$ cat src/rtl/enc_pkg.sv
// Shared encodings for the encoder control path and the block scheduler
// that feeds it.
package enc_pkg;

  // Default block-length width (bits per code block).
  localparam int LEN_W_DEFAULT = 13;

  // Width of requester ids; covers up to 8 requesters.
  localparam int ID_W = 3;

  // Encoder control FSM states, as seen on the encoder state bus.
  typedef enum logic [2:0] {
    ENC_INIT         = 3'd0,
    ENC_RECORD       = 3'd1,
    ENC_WAIT_INT     = 3'd2,
    ENC_OPERATE      = 3'd3,
    ENC_LAST_OPERATE = 3'd4,
    ENC_TAIL         = 3'd5,
    ENC_WAIT_TAIL    = 3'd6,
    ENC_LAST_TAIL    = 3'd7
  } enc_state_t;

  // Scheduler states.
  typedef enum logic [1:0] {
    SCH_IDLE   = 2'd0,
    SCH_START  = 2'd1,
    SCH_RUN    = 2'd2,
    SCH_FINISH = 2'd3
  } sch_state_t;

  // Requester id that follows 'id' in round-robin order (wraps at nreq).
  function automatic logic [ID_W-1:0] rr_after(input logic [ID_W-1:0] id, input int nreq);
    if (int'(id) >= nreq - 1) begin
      return '0;
    end
    return id + ID_W'(1);
  endfunction

endpackage

$ cat src/rtl/enc_rr_arbiter.sv
// Combinational round-robin arbiter: the first asserted request at or after
// ptr (modulo NREQ) wins. The pointer itself is owned by the caller.
module enc_rr_arbiter
  import enc_pkg::*;
#(
  parameter int NREQ = 4
) (
  input  logic [NREQ-1:0] req,
  input  logic [ID_W-1:0] ptr,
  input  logic            enable,
  output logic [NREQ-1:0] gnt,
  output logic [ID_W-1:0] id,
  output logic            any
);

  // Requests rotated so that position 0 is the pointer's requester.
  logic [NREQ-1:0] rot_req;
  logic [NREQ-1:0] rot_oh  [NREQ];
  logic [ID_W-1:0] rot_idx [NREQ];

  for (genvar gi = 0; gi < NREQ; gi++) begin : g_rot
    logic [ID_W:0] sum;
    assign sum          = {1'b0, ptr} + (ID_W+1)'(gi);
    assign rot_idx[gi]  = (sum >= (ID_W+1)'(NREQ)) ? ID_W'(sum - (ID_W+1)'(NREQ))
                                                    : sum[ID_W-1:0];
    assign rot_oh[gi]   = NREQ'(1) << rot_idx[gi];
    assign rot_req[gi]  = |(req & rot_oh[gi]);
  end

  // Pick the lowest rotated position that is requesting; later (lower)
  // iterations overwrite earlier ones so position 0 has top priority.
  always_comb begin
    gnt = '0;
    id  = '0;
    any = 1'b0;
    for (int k = NREQ - 1; k >= 0; k--) begin
      if (enable && rot_req[k]) begin
        gnt = rot_oh[k];
        id  = rot_idx[k];
        any = 1'b1;
      end
    end
  end

endmodule

$ cat src/rtl/enc_scheduler.sv
// Round-robin scheduler sharing one encoder core between NREQ code-block
// requesters: grants a block, starts the encoder, generates the operate and
// tail-wait terminal pulses from the encoder state bus, and reports done.
module enc_scheduler
  import enc_pkg::*;
#(
  parameter int NREQ      = 4,
  parameter int LEN_W     = LEN_W_DEFAULT,
  parameter int TAIL_WAIT = 2
) (
  input  logic                  clock,
  input  logic                  aclr,
  input  logic [NREQ-1:0]       req,
  input  logic [NREQ*LEN_W-1:0] req_len,
  output logic [NREQ-1:0]       gnt,
  input  logic                  enc_ready,
  input  logic [2:0]            enc_state,
  output logic                  cbs_ready,
  output logic                  counter,
  output logic                  tail_counter,
  output logic                  busy,
  output logic [2:0]            active_id,
  output logic                  done,
  output logic [2:0]            done_id,
  output logic                  err
);

  localparam int              TL_W    = $clog2(TAIL_WAIT) + 1;
  localparam logic [TL_W-1:0] TL_LAST = TL_W'(TAIL_WAIT - 1);

  sch_state_t       state_reg;
  sch_state_t       state_next;
  logic [ID_W-1:0]  ptr_reg;
  logic [ID_W-1:0]  active_id_reg;
  logic [ID_W-1:0]  done_id_reg;
  logic [LEN_W-1:0] len_reg;
  logic [LEN_W-1:0] len_m1;
  logic [LEN_W-1:0] op_cnt_reg;
  logic [TL_W-1:0]  tl_cnt_reg;

  logic             arb_en;
  logic             arb_any;
  logic [NREQ-1:0]  arb_gnt;
  logic [ID_W-1:0]  arb_id;
  logic [LEN_W-1:0] len_masked [NREQ];
  logic [LEN_W-1:0] sel_len;
  logic             zero_len;
  logic             grant_ok;

  enc_state_t       enc_st;
  logic             in_run;
  logic             enc_op;
  logic             enc_wt;
  logic             enc_lt;

  assign enc_st = enc_state_t'(enc_state);
  assign in_run = (state_reg == SCH_RUN);
  assign enc_op = (enc_st == ENC_OPERATE);
  assign enc_wt = (enc_st == ENC_WAIT_TAIL);
  assign enc_lt = (enc_st == ENC_LAST_TAIL);

  // Arbitrate only while idle with the encoder back in INIT. Reset also
  // blocks arbitration so no grant escapes while aclr is held.
  assign arb_en = (state_reg == SCH_IDLE) && enc_ready && !aclr;

  enc_rr_arbiter #(
    .NREQ (NREQ)
  ) u_arb (
    .req    (req),
    .ptr    (ptr_reg),
    .enable (arb_en),
    .gnt    (arb_gnt),
    .id     (arb_id),
    .any    (arb_any)
  );

  // AND-OR mux of the winner's block length using the one-hot grant.
  for (genvar gi = 0; gi < NREQ; gi++) begin : g_len
    assign len_masked[gi] = req_len[gi*LEN_W +: LEN_W] & {LEN_W{arb_gnt[gi]}};
  end

  // Collapse the masked lengths; at most one slice is non-zero.
  always_comb begin
    sel_len = '0;
    for (int i = 0; i < NREQ; i++) begin
      sel_len = sel_len | len_masked[i];
    end
  end

  assign zero_len = (sel_len == '0);
  assign grant_ok = arb_any && !zero_len;
  assign gnt      = arb_gnt;
  assign err      = arb_any && zero_len;

  // Terminal decodes: combinational on registered counters and the live
  // encoder state, forced low outside RUN.
  assign len_m1       = len_reg - LEN_W'(1);
  assign counter      = in_run && enc_op && (op_cnt_reg == len_m1);
  assign tail_counter = in_run && enc_wt && (tl_cnt_reg == TL_LAST);

  assign active_id = active_id_reg;
  assign done_id   = done_id_reg;

  // Next-state and state-decoded outputs.
  always_comb begin
    state_next = state_reg;
    cbs_ready  = 1'b0;
    done       = 1'b0;
    busy       = 1'b1;
    case (state_reg)
      SCH_IDLE: begin
        busy = 1'b0;
        if (grant_ok) begin
          state_next = SCH_START;
        end
      end
      SCH_START: begin
        cbs_ready  = 1'b1;
        state_next = SCH_RUN;
      end
      SCH_RUN: begin
        if (enc_lt) begin
          state_next = SCH_FINISH;
        end
      end
      SCH_FINISH: begin
        done       = 1'b1;
        state_next = SCH_IDLE;
      end
      default: begin
        busy       = 1'b0;
        state_next = SCH_IDLE;
      end
    endcase
  end

  // State register.
  always_ff @(posedge clock or posedge aclr) begin
    if (aclr) begin
      state_reg <= SCH_IDLE;
    end else begin
      state_reg <= state_next;
    end
  end

  // Grant bookkeeping: every grant (zero-length ones too) moves the pointer
  // past the winner and records its id and length.
  always_ff @(posedge clock or posedge aclr) begin
    if (aclr) begin
      ptr_reg       <= '0;
      active_id_reg <= '0;
      len_reg       <= '0;
    end else if (arb_any) begin
      ptr_reg       <= rr_after(arb_id, NREQ);
      active_id_reg <= arb_id;
      len_reg       <= sel_len;
    end
  end

  // Capture the completing id as the encoder signals its last tail cycle.
  always_ff @(posedge clock or posedge aclr) begin
    if (aclr) begin
      done_id_reg <= '0;
    end else if (in_run && enc_lt) begin
      done_id_reg <= active_id_reg;
    end
  end

  // Phase counters: count OPERATE / WAIT_TAIL cycles while running,
  // held at zero in every other scheduler state.
  always_ff @(posedge clock or posedge aclr) begin
    if (aclr) begin
      op_cnt_reg <= '0;
      tl_cnt_reg <= '0;
    end else if (!in_run) begin
      op_cnt_reg <= '0;
      tl_cnt_reg <= '0;
    end else begin
      if (enc_op) begin
        op_cnt_reg <= op_cnt_reg + LEN_W'(1);
      end
      if (enc_wt) begin
        tl_cnt_reg <= tl_cnt_reg + TL_W'(1);
      end
    end
  end

endmodule

$ cat config.mk
export PLATFORM = sky130hd
export DESIGN_NAME = enc_scheduler
export DESIGN_NICKNAME = d
export VERILOG_FILES = /design/src/rtl/enc_pkg.sv /design/src/rtl/enc_rr_arbiter.sv /design/src/rtl/enc_scheduler.sv
export SDC_FILE = /design/constraint.sdc
export NUM_CORES = 1
export LEC_CHECK = 0
export ABC_AREA = 0
export ABC_CLOCK_PERIOD_IN_PS = 5900
export CORE_AREA = 2 2 91 75
export CTS_BUF_LIST = sky130_fd_sc_hd__clkbuf_4 sky130_fd_sc_hd__clkbuf_8 sky130_fd_sc_hd__clkbuf_16
export CTS_CLUSTER_DIAMETER = 30
export DETAILED_ROUTE_END_ITERATION = 10
export DIE_AREA = 0 0 93 77
export PLACE_DENSITY = 0.89
export SYNTH_ARGS = -nofsm -noshare
export SYNTH_HDL_FRONTEND = slang
export SYNTH_HIERARCHICAL = 1
export SYNTH_SLANG_ARGS = --single-unit
export TNS_END_PERCENT = 30
$ cat constraint.sdc
create_clock -name clock -period 5.9 [get_ports clock]
set_input_delay 1.18 -clock clock [delete_from_list [all_inputs] [get_ports clock]]
set_output_delay 1.18 -clock clock [all_outputs]
set_load 0.02 [all_outputs]
==> out/results.tsv <==
stage	metric	value	unit
critical_path	Worst R2R End	state_reg[1]$_DFFE_PP0P_	
cells_and_area	Diodes inserted	0	
worst_hold_path	min-delay worst type	reg2reg	
routing	via/cell ratio	5.83	
critical_path	R2R setup slack	1.81	ns
routing	initial DRC count	123	
critical_path	CP Launch Point	req[2]	
synthesis	Post-synth top flop	dfrtp_1	
worst_hold_path	Hold Crit Endpoint	done_id[0]$_DFFE_PP0P_	
die	core area	6250	um^2
cells_and_area	share of layout cells above drive strength 1	13.0	%
placement	Final HPWL DP	6620	um
die	FP Rows	26	
run_status	status	finished, final reports clean	
clocking	CTS H-Tree Depth	2	
worst_hold_path	Worst Min Path Start	done_id[0]$_DFFE_PP0P_	
timing	clock skew	0.00472	ns
power_and_ir_drop	Power, Total	1590	uW
critical_path	Critical Path End Type	output pin	
cells_and_area	Layout fillers	519	
placement	DP Area	4010	um^2
global_route	via count of the first global-routing pass	3040	
timing	RSZ-0062 raised after global routing	no	
die	I/O Pins	78	
global_route	global-route wire length before repair	14200	um
power_and_ir_drop	Leakage	0.00174	uW
synthesis	Mapped Cells	332	
routing	Routed wire per std cell	16.4	um
cells_and_area	commonest non-fill, non-tap cell in the layout	clkdlybuf4s50_1	
timing	max-slew violation count	0	
critical_path	Worst Path Required	4.72	ns
clocking	clock transition at the registers of the reported paths	0.07	ns
clocking	CTS tree	yes	
power_and_ir_drop	pwr dens	385	nW/um^2
synthesis	Synth top area share	32.7	%
die	initial core utilization	47.7	%
global_route	initial antenna violation count	0	
global_route	Overflow after GRT	0	
timing	endpoints failing setup	0	
timing	Slew HR	59.5	%
cells_and_area	NumNets Final	509	
synthesis	Synth area leader	dfrtp_1	
critical_path	critical path launch point type	input pin	
synthesis	Synth cell types	61	
worst_hold_path	hold path depth	1	
clocking	CTS buffer count	5	
routing	total vias in the final route	2996	
timing	Final Hold Viols	0	
routing	final wirelength	8420	um
global_route	GR Util All Layers	24.0	%
run	Max Cap Viol	0	
cells_and_area	most frequent cells in the layout	clkdlybuf4s50_1, dfrtp_1, buf_4	
cells_and_area	Reg area	976	um^2
power_and_ir_drop	VDD IR max	0.323	mV
synthesis	Yosys warnings	6	
critical_path	reg2reg path depth	13	
timing	minimum clock period	5.71	ns
clocking	Max Root-Sink Buffers	2	
die	Die Area	7160	um^2
synthesis	Synth Area per Inst	8.98	um^2
synthesis	FF+latch count, synth	39	
synthesis	FFs w/ async S/R, synth	100	%
synthesis	Seq/Total Area, Yosys	32.7	%
timing	worst-margin pin slew	0.598	ns
timing	period utilization	96.7	%
cells_and_area	fin area	4130	um^2
critical_path	worst-path fanout max	14	
timing	FMAX	0.175	GHz
critical_path	WP data arrival	4.53	ns
clocking	CTS Root Cell	clkbuf_8	
synthesis	mapped cell area	2980	um^2
routing	DRC	0	
die	Die X	93	um
routing	Final ANT Viol Nets	0	
cells_and_area	multi-input logic area	1880	um^2
cells_and_area	Syn-to-layout area delta	38.5	%
critical_path	worst r2r src	ptr_reg[0]$_DFFE_PP0P_	
global_route	largest net degree at the start of global routing	40	
placement	Final Wtd Congestion	0.947	
clocking	Clock Latency Late Sink	0.29	ns
synthesis	EDFF count, synth	0	
routing	Pre-antenna DRT Iters	4	
synthesis	Syn Nets	411	
die	die span in y	77	um
placement	port buffer count	77	
critical_path	Crit Path Class	in2out	
synthesis	largest cells by area after synthesis	dfrtp_1, ha_1, a22o_1, xnor2_1, a221oi_1	
clocking	CTS Sinks	39	
clocking	cts hold-fix bufs	0	
## final cells by class
cell class | instances | area share (%)
multi-input cells | 263 | 45.6
repair buffers | 106 | 24.2
flip-flops and latches | 39 | 23.7
well taps | 84 | 2.55
clock buffers | 6 | 1.85
inverters | 15 | 1.36
clock inverters | 1 | 0.728
## cells in the mapped netlist (all sizes together), types with 2 or more instances
master   instances
a221oi          14
a31oi            3
inv             15
buf              8
mux2             7
nand4            9
a21oi           21
xor2             9
nor3             7
or3              4
nor2            27
o2bb2ai          2
dfrtp           39
nand3            8
a21boi           6
o21ai           12
and2            12
ha              17
a22oi            6
o21a             2
nor2b            3
nand2           25
xnor2           18
a22o            20
nor4             2
clkbuf           7
and4             3
and3             6
## routing by layer
metal	up-vias	GRT usage [%]	part of all wire, %
li1	1426	-	-
met1	1451	31.8	45
met2	102	40.1	48
met3	17	5.21	5.6
met4	0	6.03	1.6
met5	-	0	0
## metrics by stage
stage	TNS, ns	utilization (%)	cells	hold slack (ns)	setup slack [ns]
detailed placement	-0.121	64.2	507	0.497	-0.121
global placement	-0.0283	64.2	507	0.487	-0.0283
global route	0	66.1	514	0.529	0.00767
CTS	0	65.8	514	0.520	0.161
floorplan	0	-	332	0.495	0.208
finish	0	66.1	514	0.519	0.193
## how the worst max path moves through the flow
stage | end | slack [ns] | depth (start not counted)
floorplan | err | 0.21 | 11
global placement | err | -0.03 | 14
detailed placement | err | -0.12 | 12
CTS | err | 0.16 | 12
global route | err | 0.008 | 14
finish | err | 0.19 | 12
## timing repair
action	4_1_cts	5_1_grt
pin swaps	0	0
buffers inserted	0	0
setup endpoints to repair	1	1
resized for setup	1	3
## kinds of logic (layout without fill, tap and decap cells)
family / after synthesis / count (layout) / share of synthesized area (%)
AOI/OAI and AO/OA: 98 / 98 / 24.6
xor gates and xnor gates: 27 / 27 / 8.19
buffers and inverters: 30 / 128 / 4.53
muxes: 8 / 8 / 2.98
and+or+nand+nor: 113 / 113 / 19.8
DFF: 39 / 39 / 32.7
adders and majority gates: 17 / 17 / 7.14
## power breakdown
part	switching [uW]	internal, uW	leakage [uW]
Combinational	474	447	0.00118
Sequential	102	345	0.000508
Clock	92.7	129	0.0000547
Total	668	921	0.00174
## critical path, cell delays in order
cell and delay (ns):
clkdlybuf4s50_1 0.49, a222oi_1 0.37, a21boi_4 0.26, nor2b_2 0.07, a221o_1 0.27, a22o_2 0.32
a22o_1 0.25, a221oi_1 0.29, and4_1 0.31, nand4_1 0.13, nor2_1 0.20, dlygate4sd2_1 0.37
No activity file was read; power rests on OpenSTA's default activity.
